### src/rtl/seg_display_scheduler_pkg.sv
// rtl/seg_display_scheduler_pkg.sv - shared constants and state type for the display scheduler
//
// Purpose: common definitions imported by seg_display_scheduler and rr_arbiter.
//   SEG_DATA_W           width of one displayed value (4 hex digits)
//   DEFAULT_DWELL_CYCLES dwell length giving 1 s at 100 MHz
//   state_t              scheduler states
package seg_disp_pkg;

  localparam int SEG_DATA_W           = 16;
  localparam int DEFAULT_DWELL_CYCLES = 100_000_000;

  typedef enum logic {
    IDLE  = 1'b0,
    DWELL = 1'b1
  } state_t;

endpackage

### src/rtl/seg_display_scheduler_rr_arbiter.sv
// rtl/seg_display_scheduler_rr_arbiter.sv - combinational round-robin pick
//
// Purpose: picks the first requesting index strictly after ptr, wrapping.
// Ports:
//   req          per-source request vector
//   ptr          index of the most recently served source
//   grant_valid  at least one request present
//   grant_idx    picked index (0 when grant_valid=0)
//   grant        one-hot form of grant_idx (all zero when grant_valid=0)
module rr_arbiter #(
  parameter int NUM_SRC = 4,
  parameter int SRC_W   = $clog2(NUM_SRC)
) (
  input  logic [NUM_SRC-1:0] req,
  input  logic [SRC_W-1:0]   ptr,
  output logic               grant_valid,
  output logic [SRC_W-1:0]   grant_idx,
  output logic [NUM_SRC-1:0] grant
);

  always_comb begin
    int               idx;
    logic [SRC_W-1:0] idx_w;
    grant_valid = 1'b0;
    grant_idx   = '0;
    grant       = '0;
    idx         = 0;
    idx_w       = '0;
    // Scan from the farthest position back to the nearest; the last hit wins,
    // so the nearest requester after ptr ends up selected.
    for (int k = NUM_SRC; k >= 1; k--) begin
      idx = int'(ptr) + k;
      if (idx >= NUM_SRC) idx = idx - NUM_SRC;
      idx_w = SRC_W'(idx);
      if (req[idx_w]) begin
        grant_valid = 1'b1;
        grant_idx   = idx_w;
      end
    end
    if (grant_valid) grant[grant_idx] = 1'b1;
  end

endmodule

### src/rtl/seg_display_scheduler.sv
// rtl/seg_display_scheduler.sv - round-robin sharing of one 4-digit hex display
//
// Purpose: grants requesting sources in round-robin order, latches the granted
// value and holds it for at least DWELL_CYCLES before serving the next one.
// Ports:
//   clk, rst     clock; synchronous active-high reset
//   req          per-source level request, held until ack
//   data         per-source values, source i at [16*i+15:16*i]
//   freeze       stops the dwell timer and blocks grants
//   ack          one-hot single-cycle capture pulse
//   disp_value   value shown on the display
//   disp_src     source owning disp_value
//   disp_valid   set on the first grant after reset
//   busy         high while dwelling
module seg_display_scheduler
  import seg_disp_pkg::*;
#(
  parameter int NUM_SRC      = 4,
  parameter int DWELL_CYCLES = DEFAULT_DWELL_CYCLES,
  parameter int SRC_W        = $clog2(NUM_SRC)
) (
  input  logic                          clk,
  input  logic                          rst,
  input  logic [NUM_SRC-1:0]            req,
  input  logic [SEG_DATA_W*NUM_SRC-1:0] data,
  input  logic                          freeze,
  output logic [NUM_SRC-1:0]            ack,
  output logic [SEG_DATA_W-1:0]         disp_value,
  output logic [SRC_W-1:0]              disp_src,
  output logic                          disp_valid,
  output logic                          busy
);

  localparam int TMR_W = $clog2(DWELL_CYCLES);

  state_t                  state, state_nxt;
  logic [TMR_W-1:0]        timer, timer_nxt;
  logic [SRC_W-1:0]        rr_ptr, rr_ptr_nxt;
  logic [NUM_SRC-1:0]      ack_nxt;
  logic [SEG_DATA_W-1:0]   value_nxt;
  logic [SRC_W-1:0]        src_nxt;
  logic                    valid_nxt;
  logic                    busy_nxt;
  logic                    do_grant;

  logic                    grant_valid;
  logic [SRC_W-1:0]        grant_idx;
  logic [NUM_SRC-1:0]      grant;
  logic [SEG_DATA_W-1:0]   src_data [NUM_SRC];

  always_comb begin
    for (int i = 0; i < NUM_SRC; i++) begin
      src_data[i] = data[i*SEG_DATA_W +: SEG_DATA_W];
    end
  end

  rr_arbiter #(
    .NUM_SRC (NUM_SRC),
    .SRC_W   (SRC_W)
  ) u_arb (
    .req         (req),
    .ptr         (rr_ptr),
    .grant_valid (grant_valid),
    .grant_idx   (grant_idx),
    .grant       (grant)
  );

  always_comb begin
    state_nxt  = state;
    timer_nxt  = timer;
    rr_ptr_nxt = rr_ptr;
    ack_nxt    = '0;
    value_nxt  = disp_value;
    src_nxt    = disp_src;
    valid_nxt  = disp_valid;
    do_grant   = 1'b0;

    case (state)
      IDLE: begin
        if (!freeze && grant_valid) do_grant = 1'b1;
      end
      DWELL: begin
        if (!freeze) begin
          if (timer != '0) begin
            timer_nxt = timer - 1'b1;
          end else if (grant_valid) begin
            // Grant on the expiry edge so consecutive displays are exactly
            // DWELL_CYCLES apart.
            do_grant = 1'b1;
          end else begin
            state_nxt = IDLE;
          end
        end
      end
      default: state_nxt = IDLE;
    endcase

    if (do_grant) begin
      value_nxt  = src_data[grant_idx];
      src_nxt    = grant_idx;
      valid_nxt  = 1'b1;
      ack_nxt    = grant;
      rr_ptr_nxt = grant_idx;
      timer_nxt  = TMR_W'(DWELL_CYCLES - 1);
      state_nxt  = DWELL;
    end

    busy_nxt = (state_nxt == DWELL);
  end

  always_ff @(posedge clk) begin
    if (rst) begin
      state      <= IDLE;
      timer      <= '0;
      rr_ptr     <= SRC_W'(NUM_SRC - 1);
      ack        <= '0;
      disp_value <= '0;
      disp_src   <= '0;
      disp_valid <= 1'b0;
      busy       <= 1'b0;
    end else begin
      state      <= state_nxt;
      timer      <= timer_nxt;
      rr_ptr     <= rr_ptr_nxt;
      ack        <= ack_nxt;
      disp_value <= value_nxt;
      disp_src   <= src_nxt;
      disp_valid <= valid_nxt;
      busy       <= busy_nxt;
    end
  end

endmodule

### config.mk
export PLATFORM = sky130hd
export DESIGN_NAME = seg_display_scheduler
export DESIGN_NICKNAME = d
export VERILOG_FILES = /design/src/rtl/seg_display_scheduler_pkg.sv /design/src/rtl/seg_display_scheduler_rr_arbiter.sv /design/src/rtl/seg_display_scheduler.sv
export SDC_FILE = /design/constraint.sdc
export NUM_CORES = 1
export LEC_CHECK = 0
export ABC_AREA = 1
export CAP_MARGIN = 5
export CORE_MARGIN = 8
export CORE_UTILIZATION = 40
export CTS_CLUSTER_DIAMETER = 200
export CTS_CLUSTER_SIZE = 28
export DETAILED_ROUTE_END_ITERATION = 16
export GPL_ROUTABILITY_DRIVEN = 0
export PLACE_DENSITY_LB_ADDON = 0.08
export SYNTH_ARGS = -nofsm -noshare
export SYNTH_HDL_FRONTEND = slang
export SYNTH_HIERARCHICAL = 1
export SYNTH_SLANG_ARGS = --single-unit
export TNS_END_PERCENT = 50
### constraint.sdc
create_clock -name clk -period 3 [get_ports clk]
set_input_delay 0.6 -clock clk [delete_from_list [all_inputs] [get_ports clk]]
set_output_delay 0.6 -clock clk [all_outputs]
set_load 0.005 [all_outputs]
Word-level counts from Yosys, hierarchy flattened:

Index checks and enable logic that the tools add are counted.

* add/subtract/negate cells: 9
* magnitude comparators: 11
* eq/ne operators: 1
* mux-type cells: 38
* bitwise operators: 5
* reductions and logical operators: 10

Operators by type and width (count)
* two-way mux 27 bit: 4
* binary-select mux 16 bit (select 2 bit): 1
* two-way mux 16 bit: 2
* nonzero test 27 bit: 1
* subtractor 27 x 1 -> 27 bit (second input constant): 1
* two-way mux 1 bit: 17
* two-way mux 2 bit: 8
* less-than comparator 2 x 3 -> 1 bit (second input constant): 5
* >= comparator 3 bit (second input constant): 4
* binary-select mux 1 bit (select 2 bit): 4
* subtractor 2 x 1 -> 2 bit (second input constant): 4
* adder 2 x 2 -> 3 bit (second input constant): 2
* AND reduction 3 bit: 2
* adder 2 x 3 -> 4 bit (second input constant): 1
* >= comparator 4 x 3 -> 1 bit (second input constant): 1
* NOT 1 bit: 4
* nonzero test 2 bit: 2
* adder 2 x 1 -> 3 bit (second input constant): 1
* NOT 2 -> 3 bit: 1
* OR reduction 3 bit: 1
* demux 1 bit (select 2 bit): 1
* >= comparator 2 x 1 -> 1 bit (second input constant): 1
* logical AND 1 bit: 2
* inequality test 2 x 1 -> 1 bit (second input constant): 1
* other kinds (3): 3

* bits in registers: 53
* bits of input ports: 71
* logic and storage cells: 82

Depth between registers and ports, before layout:

Gate-level depths: netlist of run 1.

* depth in word-level cells: 15
* depth in mapped cells: 16

Cells and area by module:

Netlist of run 1, hierarchy kept.

By module, submodules not included
* seg_display_scheduler: times used 1, cells an instance 498, area an instance 3118.0 um^2
* rr_arbiter: times used 1, cells an instance 57, area an instance 301.5 um^2

Least setup slack after synthesis of run 1:

Ideal clock, no wire load.

* path type: input to register
* from: in req[3]
* to: reg disp_value[10]
* arrival time: 1859 ps
* required time: 2941 ps
* slack: 1082 ps
* cell stages on the path: 15
* cells stage by stage: inv_1 > nand2_1 > nand3_2 > nand2_1 > inv_1 > nand2_2 > nand2_2 > nand2_2 > nand2_2 > inv_1 > clkbuf_1 > nor2_1 > o22ai_1 > nand2_1 > nand2_1

* longest elaborated chain between the ends: 10

RTL lines
* start: declaration: RTL line seg_display_scheduler.sv:24 `input logic [NUM_SRC-1:0] req,`
* binary-select mux 1 bit (select 2 bit): RTL line seg_display_scheduler_rr_arbiter.sv:35 `if (req[idx_w]) begin`
* two-way mux 1 bit (not written as such): RTL line seg_display_scheduler_rr_arbiter.sv:35
* two-way mux 2 bit (3 in series): RTL line seg_display_scheduler_rr_arbiter.sv:35
* two-way mux 2 bit (*): RTL line seg_display_scheduler_rr_arbiter.sv:35
* named net grant_idx[0]: RTL line seg_display_scheduler.sv:47 `logic [SRC_W-1:0] grant_idx;`
* NOT 2 -> 3 bit (not written as such) (*): RTL line seg_display_scheduler.sv:99 `value_nxt = src_data[grant_idx];`
* binary-select mux 16 bit (select 2 bit) (*): RTL line seg_display_scheduler.sv:99
* two-way mux 16 bit (not written as such) (*) (2 in series): RTL line seg_display_scheduler.sv:99
* end signal: assignment: RTL line seg_display_scheduler.sv:126 `disp_value <= value_nxt;`
* end: declaration: RTL line seg_display_scheduler.sv:28 `output logic [SEG_DATA_W-1:0] disp_value,`

The timed path passes the listed nets; every way through them passes the cells marked *. The select of a mux whose other input is x is not followed.
A chain may end at the register's enable or synchronous reset.

Worst setup path in the final report of run 1:

* from: in req[1]
* to: reg disp_value[6]

The elaborated chain is that of the path after synthesis.

==> results of run 1 <==
-- cells in the mapped netlist (2+ instances only) --
cell,n
nor2_8,2
nand2_2,18
buf_2,2
nor2_1,105
nand2_4,5
inv_1,47
inv_2,3
nor2_2,6
nand3_1,40
o22ai_1,16
buf_6,8
nor3_1,5
o21ai_1,5
buf_1,3
xnor2_1,3
nand4_1,4
clkbuf_1,9
a21oi_1,22
nand2_1,142
o21ai_0,43
nand3b_1,2
xor2_1,3
nand3_2,2
dfxtp_1,53
-- power breakdown --
part           switching [W]  internal, W  total [W]
clock               0.000237     0.000273   0.000509
sequential         0.0000892     0.000808   0.000897
combinational       0.000719     0.000520    0.00124
total                0.00105      0.00160    0.00265
-- worst max-delay path, cell delays in order --
cell and delay (ns):
clkdlybuf4s50_1 0.49, inv_1 0.06, nand2_1 0.07, nand3_1 0.11
nand2_1 0.09, inv_1 0.05, nand2_2 0.07, nand3_2 0.08
nand2_2 0.08, buf_4 0.30, o21ai_0 0.15, o22ai_1 0.23
nand2_1 0.09, nand2_1 0.06
-- registers in the layout, indices dropped and copies added, names as in the netlist --
register and cells:
ack 4, disp_src 2, disp_valid 1, disp_value 16
rr_ptr 2, state 1, timer 27
-- logic make-up (layout without fill, tap and decap cells) --
kind of cell | after synthesis | in the layout | synth area share
AOI/OAI and AO/OA | 87 | 87 | 0.134
xor gates and xnor gates | 6 | 6 | 0.0154
adders and majority gates | 1 | 1 | 0.00366
buffers and inverters | 74 | 162 | 0.102
DFF | 53 | 53 | 0.310
and+or+nand+nor | 334 | 334 | 0.434
-- cell type report --
type,instances,area [sq um]
clock buffers,7,86.3
clock inverters,1,30.0
fillers,860,3730
inverters,52,205
multi-input cells,428,2010
flip-flops and latches,53,1060
well taps,105,131
repair buffers,102,1000
-- final timing paths --
check / slack, ns / to / start
setup / recovery: 0.69 / disp_value[6]$_SDFFE_PP0P_ / req[1]
hold / removal: 0.45 / disp_valid$_SDFFE_PP0P_ / disp_valid$_SDFFE_PP0P_
setup reg to reg: 0.83 / ack[2]$_SDFF_PP0_ / timer[0]$_SDFFE_PP0P_
hold reg to reg: 0.45 / disp_valid$_SDFFE_PP0P_ / disp_valid$_SDFFE_PP0P_
-- per-stage QoR --
stage | instances | util | worst slack, ns
2_1_floorplan | 555 | - | 1.08
3_3_place_gp | 740 | 0.534 | 0.452
3_5_place_dp | 740 | 0.534 | 0.392
4_1_cts | 748 | 0.548 | 0.715
5_1_grt | 748 | 0.548 | 0.550
6_report | 748 | 0.548 | 0.689
-- layer usage --
layer,share of wire,vias up,global-route usage
met5,0,-,0
met4,0.020,0,0.0567
met3,0.095,17,0.0791
met2,0.44,122,0.288
met1,0.44,1630,0.211
li1,-,1934,-
==> reports/metrics.yaml, run 1 <==
fmax_mhz: 433
avgSynthCellArea_sq_um: 6.16
cts.htree.levels: 2
cts_buffers: 5
hp-class: "reg2reg"
synthesis.area_sq_um: 3420
clkSlewWorstSetupHoldPaths_ns: 0.10
finalCritPeriodShare: 0.770
synth_cell_types: 31
synth-seq-cells: 53
netlist_instances: 555
portBuffers: 94
synthToLayoutAreaGrowth_pct: 32.3
r2r_cells: 12
cap_violations: 0
ant_nets: 0
dr.pass1.iters: 4
layout_commonest_cell: "nand2_1"
io_pins: 95
fin_skew_ns: 0.00835
ctsResizeCount: 0
ys_seq_area_frac: 0.310
first_global_vias: 3696
finalHoldViolCount: 0
drive_above_1_share: 0.0886
cts_tree: "yes"
antenna_found_initial: 0
ir_drop_mv: 0.250
drt-wirelength-per-cell_um: 13.8
synthFlopType: "dfxtp_1"
slew_viol_final: 0
power_w: 0.00265
numClockSinks: 53
vias: 3703
power.density_nw_per_um2: 585
synth_top_area_frac: 0.310
hpwl_mm: 7.93
drc_errors: 0
grt_pass1_wl_mm: 17.2
fin_area_sq_um: 4520
slew_headroom: 0.594
track_usage: 0.180
place_area_sq_um: 4410
drt-total-wl_mm: 10.3
clock_latency_ns: 0.31
start_util: 0.414
arrival_ns: 2.57
worstSetupStartpointType: "input pin"
grt_max_degree: 36
die-area_sq_um: 11800
root_buffer: "clkbuf_8"
ys_warn_count: 6
final_cell_mix: "nand2_1, nor2_1, clkdlybuf4s50_1"
cp.required_ns: 3.26
rows: 33
grt_overflow_total: 0
leakage_nw: 2.07
synth_area_leaders: "dfxtp_1, nand2_1, nor2_1"
die_w_um: 108
synth_nets: 627
dr.first_iter.drc_count: 154
async_flop_share: 0
clockBufferDepth: 2
routed_via_density: 4.95
die_h_um: 108
worst-setup-path-type: "in2reg"
fin_crit_ns: 2.31
rsz0062_at_grt: "no"
post_cts_buffers: 0
cp_max_fo: 35
hold_slack_ns: 0.455
synth_area_leader_cell: "dfxtp_1"
synth_edf_count: 0
setup_viol: 0
core_sq_um: 8260
holdBufCountCts: 0
finalNetCount: 714
status: "finished, final reports clean"
antenna_cells: 0
tightest_slew_ns: 0.608
critPathCaptureType: "register"
hold_depth: 2
setup-tns-final_ns: 0
Note: power is estimated with default switching activity, not from simulation.
==> run 2: changes to the inputs <==
==> constraint.sdc (replaced) <==
create_clock -name clk -period 2 [get_ports clk]
set_input_delay 0.4 -clock clk [delete_from_list [all_inputs] [get_ports clk]]
set_output_delay 0.4 -clock clk [all_outputs]
set_load 0.005 [all_outputs]
==> run 2 against run 1 <==
  * Sequential power up 48%
  * Design area up 7.1%
  * Count of clock-buffer cells in the layout unchanged
  * Wire length up 1.6%
  * Final cell count up 3.7%
  * Critical path type unchanged
  * Non-clock buffer count up 27
  * First-iteration DRC count up 14%
  * Critical path depth up 1
  * Worst hold slack better by 0.0066 ns
  * Clock skew up 0.0010 ns
  * Via count up 3.9%
  * Total power up 63%
==> reports/metrics.yaml, run 2 (synthesis gave the netlist of run 1 again) <==
drt-wirelength-per-cell_um: 13.5  # -2.0%
routed_via_density: 4.96  # +0.17%
start_util: 0.414  # unchanged
fill_cells: 812  # -5.6%
finalCritPeriodShare: 0.933
multi_input_area_sq_um: 2040  # +1.6%
rows: 33  # unchanged
final_cell_mix: "nand2_1, nor2_1, clkdlybuf4s50_1"
crit_top_cell: "nand2_1"
layout_commonest_cell: "nand2_1"
fmax_mhz: 536
cts_tree: "yes"
slew_headroom: 0.683  # +0.0893
track_usage: 0.180  # +0.000472
cp.required_ns: 2.21  # -1.05 ns
drt-total-wl_mm: 10.5  # +1.6%
drc_errors: 0  # unchanged
numClockSinks: 53  # unchanged
holdBufCountCts: 0  # unchanged
dr.first_iter.drc_count: 175  # +14%
ff2ff_setup_slack_ns: 0.17  # -0.66 ns
r2r_cells: 14  # +2
timing.rr.start: "rr_ptr[1]$_SDFFE_PP1P_"
dr.pass1.iters: 4  # unchanged
grt_pass1_wl_mm: 17.4  # +1.2%
critPathSlowestCell: "clkdlybuf4s50_1"
io_pins: 95  # unchanged
slowest_delay_ns: 0.47  # -0.02 ns
hold_path_end: "disp_valid$_SDFFE_PP0P_"
slew_viol_final: 0  # unchanged
arrival_ns: 2.08  # -0.49 ns
tightest_slew_ns: 0.473  # -0.135 ns
cp_cell_sequence: "clkdlybuf4s50_1 > inv_1 > nand2_1 > nand3_1 > nand2_1 > inv_1 > nand2_2 > nand2_2 > nand2_2 > nand2_4 > buf_12 > o21ai_0 > o22ai_1 > nand2_1 > nand2_1"
setup_viol: 0  # unchanged
p_seq_frac: 0.308  # -0.031
r2r_end: "disp_value[15]$_SDFFE_PP0P_"
worstSetupStartpointType: "input pin"
grt_max_degree: 33  # -8.3%
drive_above_1_share: 0.137  # +0.0485
cp_max_fo: 30  # -14%
power.share.clock: 0.178  # -0.015
leakage_nw: 2.25  # +8.4%
fin_crit_ns: 1.87
core_sq_um: 8260  # unchanged
p_int_w: 0.00267  # +67%
min_from: "disp_valid$_SDFFE_PP0P_"
power.density_nw_per_um2: 887  # +52%
synthToLayoutAreaGrowth_pct: 41.7
largest_register: "timer"
hold_depth: 2  # unchanged
portBuffers: 94  # unchanged
clkSlewWorstSetupHoldPaths_ns: 0.09  # about the same
finalNetCount: 742  # +3.9%
grt_overflow_total: 0  # unchanged
power_w: 0.00430  # +63%
status: "finished, final reports clean"
swShare: 0.380  # -0.0152
cts_buffers: 5  # unchanged
vias: 3848  # +3.9%
p_switching_w: 0.00163  # +56%
cts.htree.levels: 2  # unchanged
worst-setup-path-type: "in2reg"
antenna_cells: 0  # unchanged
utilization: 0.587  # +0.0391
die_h_um: 108  # unchanged
fin_skew_ns: 0.00938  # +0.00103 ns
seq_area_sq_um: 1060  # unchanged
die-area_sq_um: 11800  # unchanged
p_comb_frac: 0.514  # +0.046
clock_latency_ns: 0.31  # about the same
setup-tns-final_ns: 0  # unchanged
ir_drop_mv: 0.447  # +79%
antenna_found_initial: 0  # unchanged
largest_register_ffs: 27  # unchanged
place_area_sq_um: 4650  # +5.5%
die_w_um: 108  # unchanged
root_buffer: "clkbuf_8"
cap_violations: 0  # unchanged
hp-class: "reg2reg"
critPathCaptureType: "register"
hpwl_mm: 8.19  # +3.2%
fin_area_sq_um: 4850  # +7.1%
finalHoldViolCount: 0  # unchanged
first_global_vias: 3931  # +6.4%
top_regs: "timer x27, disp_value x16, ack x4"
hold_slack_ns: 0.461  # +0.00664 ns
ant_nets: 0  # unchanged
clockBufferDepth: 2  # unchanged
==> run 2: changes by cell type in the layout (fill, tap and decap cells not counted), moves of 2 or more <==
cell     previous run  this run
inv_1              47        45
o21ai_2             1         3
buf_4               8        28
buf_12              0         5
o21ai_1             5        20
o21ai_0            43        26
nor2_1            105       103
==> run 2: critical path, delay by kind of cell <==
| family | cells | cell delay [ns] |
|---|---|---|
| AO/OA/AOI/OAI | 2 | 0.31 |
| buffers and inverters | 4 | 0.71 |
| AND/OR/NAND/NOR | 9 | 0.65 |
==> run 2: through the flow <==
stage                     std cells  setup slack (ns)
after detailed placement        764            -0.245
after floorplan                 555             0.235
after global placement          764            -0.213
after CTS                       772            0.0867
after global routing            776          -0.00436
final                           776             0.134
==> run 2: power by group through the flow <==
stage,Clock (W),Combinational [W],Sequential [W]
floorplan,0,0.00125,0.00134
global placement,0,0.00206,0.00134
detailed placement,0,0.00208,0.00135
CTS,0.000783,0.00209,0.00132
global route,0.000819,0.00246,0.00134
finish,0.000765,0.00221,0.00133
==> run 2: worst max path at each step <==
| stage | start | endpoint | depth (start not counted) |
|---|---|---|---|
| 6_report | req[0] | disp_value[15]$_SDFFE_PP0P_ | 15 |
| 5_1_grt | req[3] | disp_value[8]$_SDFFE_PP0P_ | 15 |
| 4_1_cts | req[1] | disp_value[15]$_SDFFE_PP0P_ | 15 |
| 3_5_place_dp | req[1] | disp_value[9]$_SDFFE_PP0P_ | 15 |
| 3_3_place_gp | req[3] | disp_value[5]$_SDFFE_PP0P_ | 14 |
| 2_1_floorplan | rr_ptr[0]$_SDFFE_PP1P_ | disp_value[10]$_SDFFE_PP0P_ | 16 |
==> run 2: routing by layer <==
metal  track usage  vias up  wire length [um]
li1              -     1997                 -
met1         0.189     1742              4400
met2         0.318       98              5000
met3        0.0880       11               961
met4        0.0391        0               125
met5             0        -                 0
==> run 2: area by class of cell <==
type | instances | share of cell area
clock buffer | 7 | 0.0178
clock inverter | 1 | 0.00620
inverter | 52 | 0.0429
multi-input combinational | 429 | 0.421
sequential | 53 | 0.219
tap | 105 | 0.0271
timing repair buffer | 129 | 0.266
==> run 2: what timing repair did <==
item / 4_1_cts / 5_1_grt
setup buffers: 0 / 2
setup endpoints to repair: 0 / 23
gates resized for setup: 0 / 29
==> run 3: changes to the inputs <==
--- a/config.mk
+++ b/config.mk
@@ -6,6 +6,7 @@
 export NUM_CORES = 1
 export LEC_CHECK = 0
 export ABC_AREA = 1
+export ABC_CLOCK_PERIOD_IN_PS = 2000
 export CAP_MARGIN = 5
 export CORE_MARGIN = 8
 export CORE_UTILIZATION = 40
==> results of run 3 <==
Final layout, timing and power as in run 2 (identical DEF).
==> RTL change 1 (settings of run 2) <==
`NUM_SRC` is set to 4 in 2 places; all go to 2.
--- a/src/rtl/seg_display_scheduler_rr_arbiter.sv
+++ b/src/rtl/seg_display_scheduler_rr_arbiter.sv
@@ -9,5 +9,5 @@
 //   grant        one-hot form of grant_idx (all zero when grant_valid=0)
 module rr_arbiter #(
-  parameter int NUM_SRC = 4,
+  parameter int NUM_SRC = 2,
   parameter int SRC_W   = $clog2(NUM_SRC)
 ) (
--- a/src/rtl/seg_display_scheduler.sv
+++ b/src/rtl/seg_display_scheduler.sv
@@ -16,5 +16,5 @@
   import seg_disp_pkg::*;
 #(
-  parameter int NUM_SRC      = 4,
+  parameter int NUM_SRC      = 2,
   parameter int DWELL_CYCLES = DEFAULT_DWELL_CYCLES,
   parameter int SRC_W        = $clog2(NUM_SRC)
Interface: changed (resized ack, data, disp_src and req); port bits go from 95 to 58. No check against the original RTL was run, so the function may have changed too.
==> RTL change 1 against run 2 <==
Wire length is 27% lower; first-iteration DRC count down 28%; design area fell by 16%; sequential cell count fell by 4; critical path depth decreased by 4; setup slack improved by 0.016 ns; hold slack worse by 0.014 ns; final cell count fell by 19%; area after synthesis shrank 15%; via count fell by 23%; non-clock buffer count decreased by 22; clock skew barely moved; largest cell class unchanged.
Power is not compared: it rests on default switching activity, and its combinational part moved more than twofold at a synthesized area within 25%.
==> RTL change 1: results (changes against run 2) <==
stage;metric;value;unit;change
pwr;pwr-share-comb;0.310;;
synthesis;synth_top_cells_by_area;dfxtp_1, nand2_1, mux2_2;;was dfxtp_1, nand2_1, nor2_1
worst_setup_path;cp.arrival;2.10;ns;was 2.08 ns
layout;top_regs;timer: 27 flops, disp_value: 16 flops, ack: 2 flops;;was timer: 27 flops, disp_value: 16 flops, ack: 4 flops
worst_hold_path;hold_class;reg -> reg;;unchanged
clock_network;clk_latency;0.31;ns;about the same
synthesis;yosys.area_share.xor_xnor;0.03009;;was 0.01537
pwr;peakVddDrop;0.0003028;V;
routing;vias;2955;;was 3848
synthesis;synth-compound-area-share;0.07524;;was 0.1343
timing;slew_headroom;0.5491;;was 0.6833
clock_network;path_clk_slew;0.10;ns;
grt;grt-ovfl-total;0;;unchanged
layout;nets;569;;was 742
grt;first_global_vias;2917;;was 3931
grt;groute.usage.overall;0.1616;;was 0.1800
routing;drtIter0Drc;126;;was 175
synthesis;synthAdderAreaFrac;0.004299;;was 0.003659
layout;fillCellCount;724;;was 812
synthesis;async_reset_ff_frac;0;;unchanged
clock_network;ctsRootBufferMaster;clkbuf_8;;unchanged
worst_setup_path;crit_fanout;11;;was 30
timing;skew;0.009778;ns;was 0.009376 ns
synthesis;syn_nets;466;;was 627
clock_network;cts_setup_buffers;0;;unchanged
synthesis;seq_area_frac_synth;0.3371;;was 0.3103
routing;viasPerCell;4.683;;was 4.959
layout;drive_above_1_share;0.2162;;was 0.1371
synthesis;synth_common_cells;nand2_1, dfxtp_1, inv_1, nor2_1, a21oi_1;;was nand2_1, nor2_1, dfxtp_1, inv_1, o21ai_0
worst_hold_path;hp-start;disp_value[0]$_SDFFE_PP0P_;;was disp_valid$_SDFFE_PP0P_
placement;portBuffers;57;;was 94
routing;dr.pass1.iters;5;;was 4
routing;wire_per_inst;12.19;um;was 13.52 um
pwr;p_seq;1.09;mW;
grt;grt_first_pass_wirelength;13.43;mm;was 17.39 mm
synthesis;synth_cell_types;32;;was 31
placement;dp_hpwl;5.919;mm;was 8.187 mm
grt;grt_max_degree;24;;was 33
placement;dp.cells;622;;was 764
pwr;p_leak;1.935;nW;
run_status;status;finished clean;;unchanged
synthesis;synth_warnings;6;;unchanged
synthesis;synthMuxAreaShare;0.06191;;was 0
pwr;power_switching;0.8480;mW;
worst_setup_path;reg2reg_from;timer[0]$_SDFFE_PP0P_;;was rr_ptr[1]$_SDFFE_PP1P_
clock_network;cts_buffers;5;;unchanged
synthesis;synth_cells;428;;was 555
worst_setup_path;worstSetupPathType;reg -> reg;;was in -> reg
clock_network;cts_max_level;2;;unchanged
-- RTL change 1: through the flow --
stage	setup slack (ns)	utilization	setup TNS (ns)	area, um^2	total power [mW]
floorplan	0.2335	-	0	2910	1.614
global placement	-0.3798	0.5500	-7.589	3925	1.975
detailed placement	-0.4269	0.5500	-8.697	3925	1.984
CTS	0.06045	0.5700	0	4068	2.856
global route	0.001614	0.5712	0	4076	3.007
finish	0.1502	0.5712	0	4076	2.824
-- RTL change 1: worst max-delay path, cell delays in order (launching register included) --
cell and delay (ns):
dfxtp_1 0.34, inv_1 0.06, ha_1 0.22, nand2_2 0.10
nor2_4 0.05, nand2_2 0.07, nor2_2 0.06, nor2_2 0.54
nand2_1 0.11, nand2_1 0.10, inv_2 0.03, a21oi_1 0.10
-- RTL change 1: final timing paths --
kind,cells after the start,slack (ns),end
setup / recovery,11,0.15,timer[5]$_SDFFE_PP0P_
hold / removal,2,0.45,disp_value[0]$_SDFFE_PP0P_
setup reg to reg,11,0.15,timer[5]$_SDFFE_PP0P_
hold reg to reg,2,0.45,disp_value[0]$_SDFFE_PP0P_
-- RTL change 1: final cells by class --
class	instances	area share
multi-input cells	318	0.4104
flip-flops and latches	49	0.2406
repair buffers	107	0.2382
well taps	99	0.03039
clock inverters	3	0.01688
clock buffers	5	0.01688
inverters	50	0.04665
-- RTL change 1: timing repair --
action / 4_1_cts / 5_1_grt
gates cloned: 0 / 1
hold endpoints to repair: 0 / 0
pin swaps: 0 / 1
gates resized for setup: 1 / 2
endpoints found under the setup margin: 27 / 16
-- RTL change 1: layer usage --
layer | track usage | part of all wire | vias to the layer above
li1 | - | - | 1539
met2 | 0.2632 | 0.46 | 91
met3 | 0.05911 | 0.086 | 6
met4 | 0.03780 | 0.0086 | 0
met5 | 0 | 0 | -
met1 | 0.1975 | 0.45 | 1319
==> RTL change 2 (settings of run 2) <==
Made on the original files. Make the reset (`rst`) asynchronous in one clocked block. Comments in the files are not updated.
--- a/src/rtl/seg_display_scheduler.sv
+++ b/src/rtl/seg_display_scheduler.sv
@@ -109,5 +109,5 @@
   end
 
-  always_ff @(posedge clk) begin
+  always_ff @(posedge clk or posedge rst) begin
     if (rst) begin
       state      <= IDLE;
Formal check against the unedited RTL: differs if rst is asserted again (counterexample within 4 cycles, from zero or initial values and one cycle with rst high); with rst held inactive, the same outputs for 10 cycles.
==> RTL change 2 against run 2 <==
The run now ends with setup timing left; total power rose by 51%; highest routed layer unchanged; area after synthesis rose by 8.1%; critical path type is now reg -> reg; wire length rose by 11%; design area rose by 13%; setup slack got worse by 0.15 ns; core utilization rose by 1.4 points; largest power group unchanged; combinational power rose by 92%; sequential cell count did not move.
==> RTL change 2: results (changes against run 2) <==
stage;metric;value;unit;change
pwr;peakVddDrop;0.0006977;V;was 0.0004470 V
pwr;intPower;3.511;mW;was 2.667 mW
placement;dp_hpwl;8.491;mm;was 8.187 mm
timing;setup_ws;-0.02029;ns;was 0.1341 ns
timing;setup_viol;3;;was 0
synthesis;syn_nets;639;;was 627
routing;drtIter0Drc;246;;was 175
worst_hold_path;hold_class;in -> async;;was reg -> reg
worst_setup_path;slowest_stage;dfstp_2;;was clkdlybuf4s50_1
synthesis;yosys_most_used_dff;dfrtp_1;;was dfxtp_1
timing;finalSetupTns;-0.02434;ns;was 0 ns
routing;vias;3928;;was 3848
synthesis;seq_area_frac_synth;0.3595;;was 0.3103
pwr;p_leak;2.784;nW;was 2.247 nW
timing;skew;0.01076;ns;was 0.009376 ns
run_status;status;complete, but fails checks;;was finished clean
placement;pre_cts_slack;-0.4003;ns;was -0.2451 ns
synthesis;synth_cell_types;27;;was 31
layout;fillCellCount;853;;was 812
synthesis;synth_top_cells_by_area;dfrtp_1, nand2_1, nor2_1;;was dfxtp_1, nand2_1, nor2_1
grt;grt_first_pass_wirelength;18.69;mm;was 17.39 mm
run_status;violations;setup timing;;
grt;groute.usage.overall;0.1765;;was 0.1800
timing;slew_headroom;0.7380;;was 0.6833
worst_setup_path;cp.arrival;2.26;ns;was 2.08 ns
worst_setup_path;crit_fanout;7;;was 30
[RTL change 2: layer usage]
layer / GRT usage / up-vias / wire length (um)
met5: 0 / - / 0
met4: 0.03777 / 0 / 88
met3: 0.06388 / 8 / 855
met2: 0.3163 / 94 / 5918
met1: 0.1954 / 1823 / 4833
li1: - / 2003 / -
[RTL change 2: per-stage QoR]
stage,hold slack [ns],instances
after global placement,0.4587,777
after global routing,0.4154,799
final,0.3933,799
after floorplan,0.4534,567
after CTS,0.3892,791
after detailed placement,0.4683,777
[RTL change 2: final cells by class]
cell class,count,share of cell area
clock buffer,7,0.01394
clock inverter,1,0.001371
inverter,67,0.05095
multi-input combinational,423,0.3943
sequential,53,0.2426
tap,111,0.02536
timing repair buffer,137,0.2714
[RTL change 2: repair_timing]
action,CTS,global route
setup buffers,5,1
resized for setup,15,61
setup endpoints to repair,35,49
gates cloned,1,7
hold buffers,0,0
pin swaps,5,10
[RTL change 2: final timing paths]
check / from / end / slack, ns / cells past startpoint
max: rr_ptr[0]$_DFFE_PP1P_ / disp_value[6]$_DFFE_PP0P_ / -0.02 / 16
min: rst / timer[7]$_DFFE_PP0P_ / 0.39 / 2
min reg2reg: disp_value[14]$_DFFE_PP0P_ / disp_value[14]$_DFFE_PP0P_ / 0.49 / 2
max in group asynchronous: rst / rr_ptr[1]$_DFFE_PP1P_ / 1.07 / 3
max reg2reg: rr_ptr[0]$_DFFE_PP1P_ / disp_value[6]$_DFFE_PP0P_ / -0.02 / 16
min in group clk: disp_value[14]$_DFFE_PP0P_ / disp_value[14]$_DFFE_PP0P_ / 0.49 / 2
[RTL change 2: worst max-delay path: cells and delay by family, from the launching register on]
kind	cells	cell delay, ns
and+or+nand+nor	11	0.79
buffers and inverters	4	0.36
AOI/OAI and AO/OA	1	0.26
DFF	1	0.56
[RTL change 2: power groups by stage]
stage	Combinational [mW]	Sequential (mW)	Clock (mW)
floorplan	2.48	1.59	0
global route	4.76	1.71	0.667
global placement	3.44	1.68	0
detailed placement	3.49	1.69	0
CTS	3.73	1.66	0.625
finish	4.25	1.67	0.586
[RTL change 2: cells by family (layout without fill, tap and decap cells)]
| kind of cell | Yosys count | in the layout | share of synthesized area |
|---|---|---|---|
| xor gates and xnor gates | 16 | 16 | 0.03791 |
| and+or+nand+nor | 365 | 365 | 0.4177 |
| adders and majority gates | 1 | 1 | 0.003385 |
| DFF | 53 | 53 | 0.3595 |
| buffers and inverters | 91 | 212 | 0.1087 |
| AOI/OAI and AO/OA | 41 | 41 | 0.07278 |
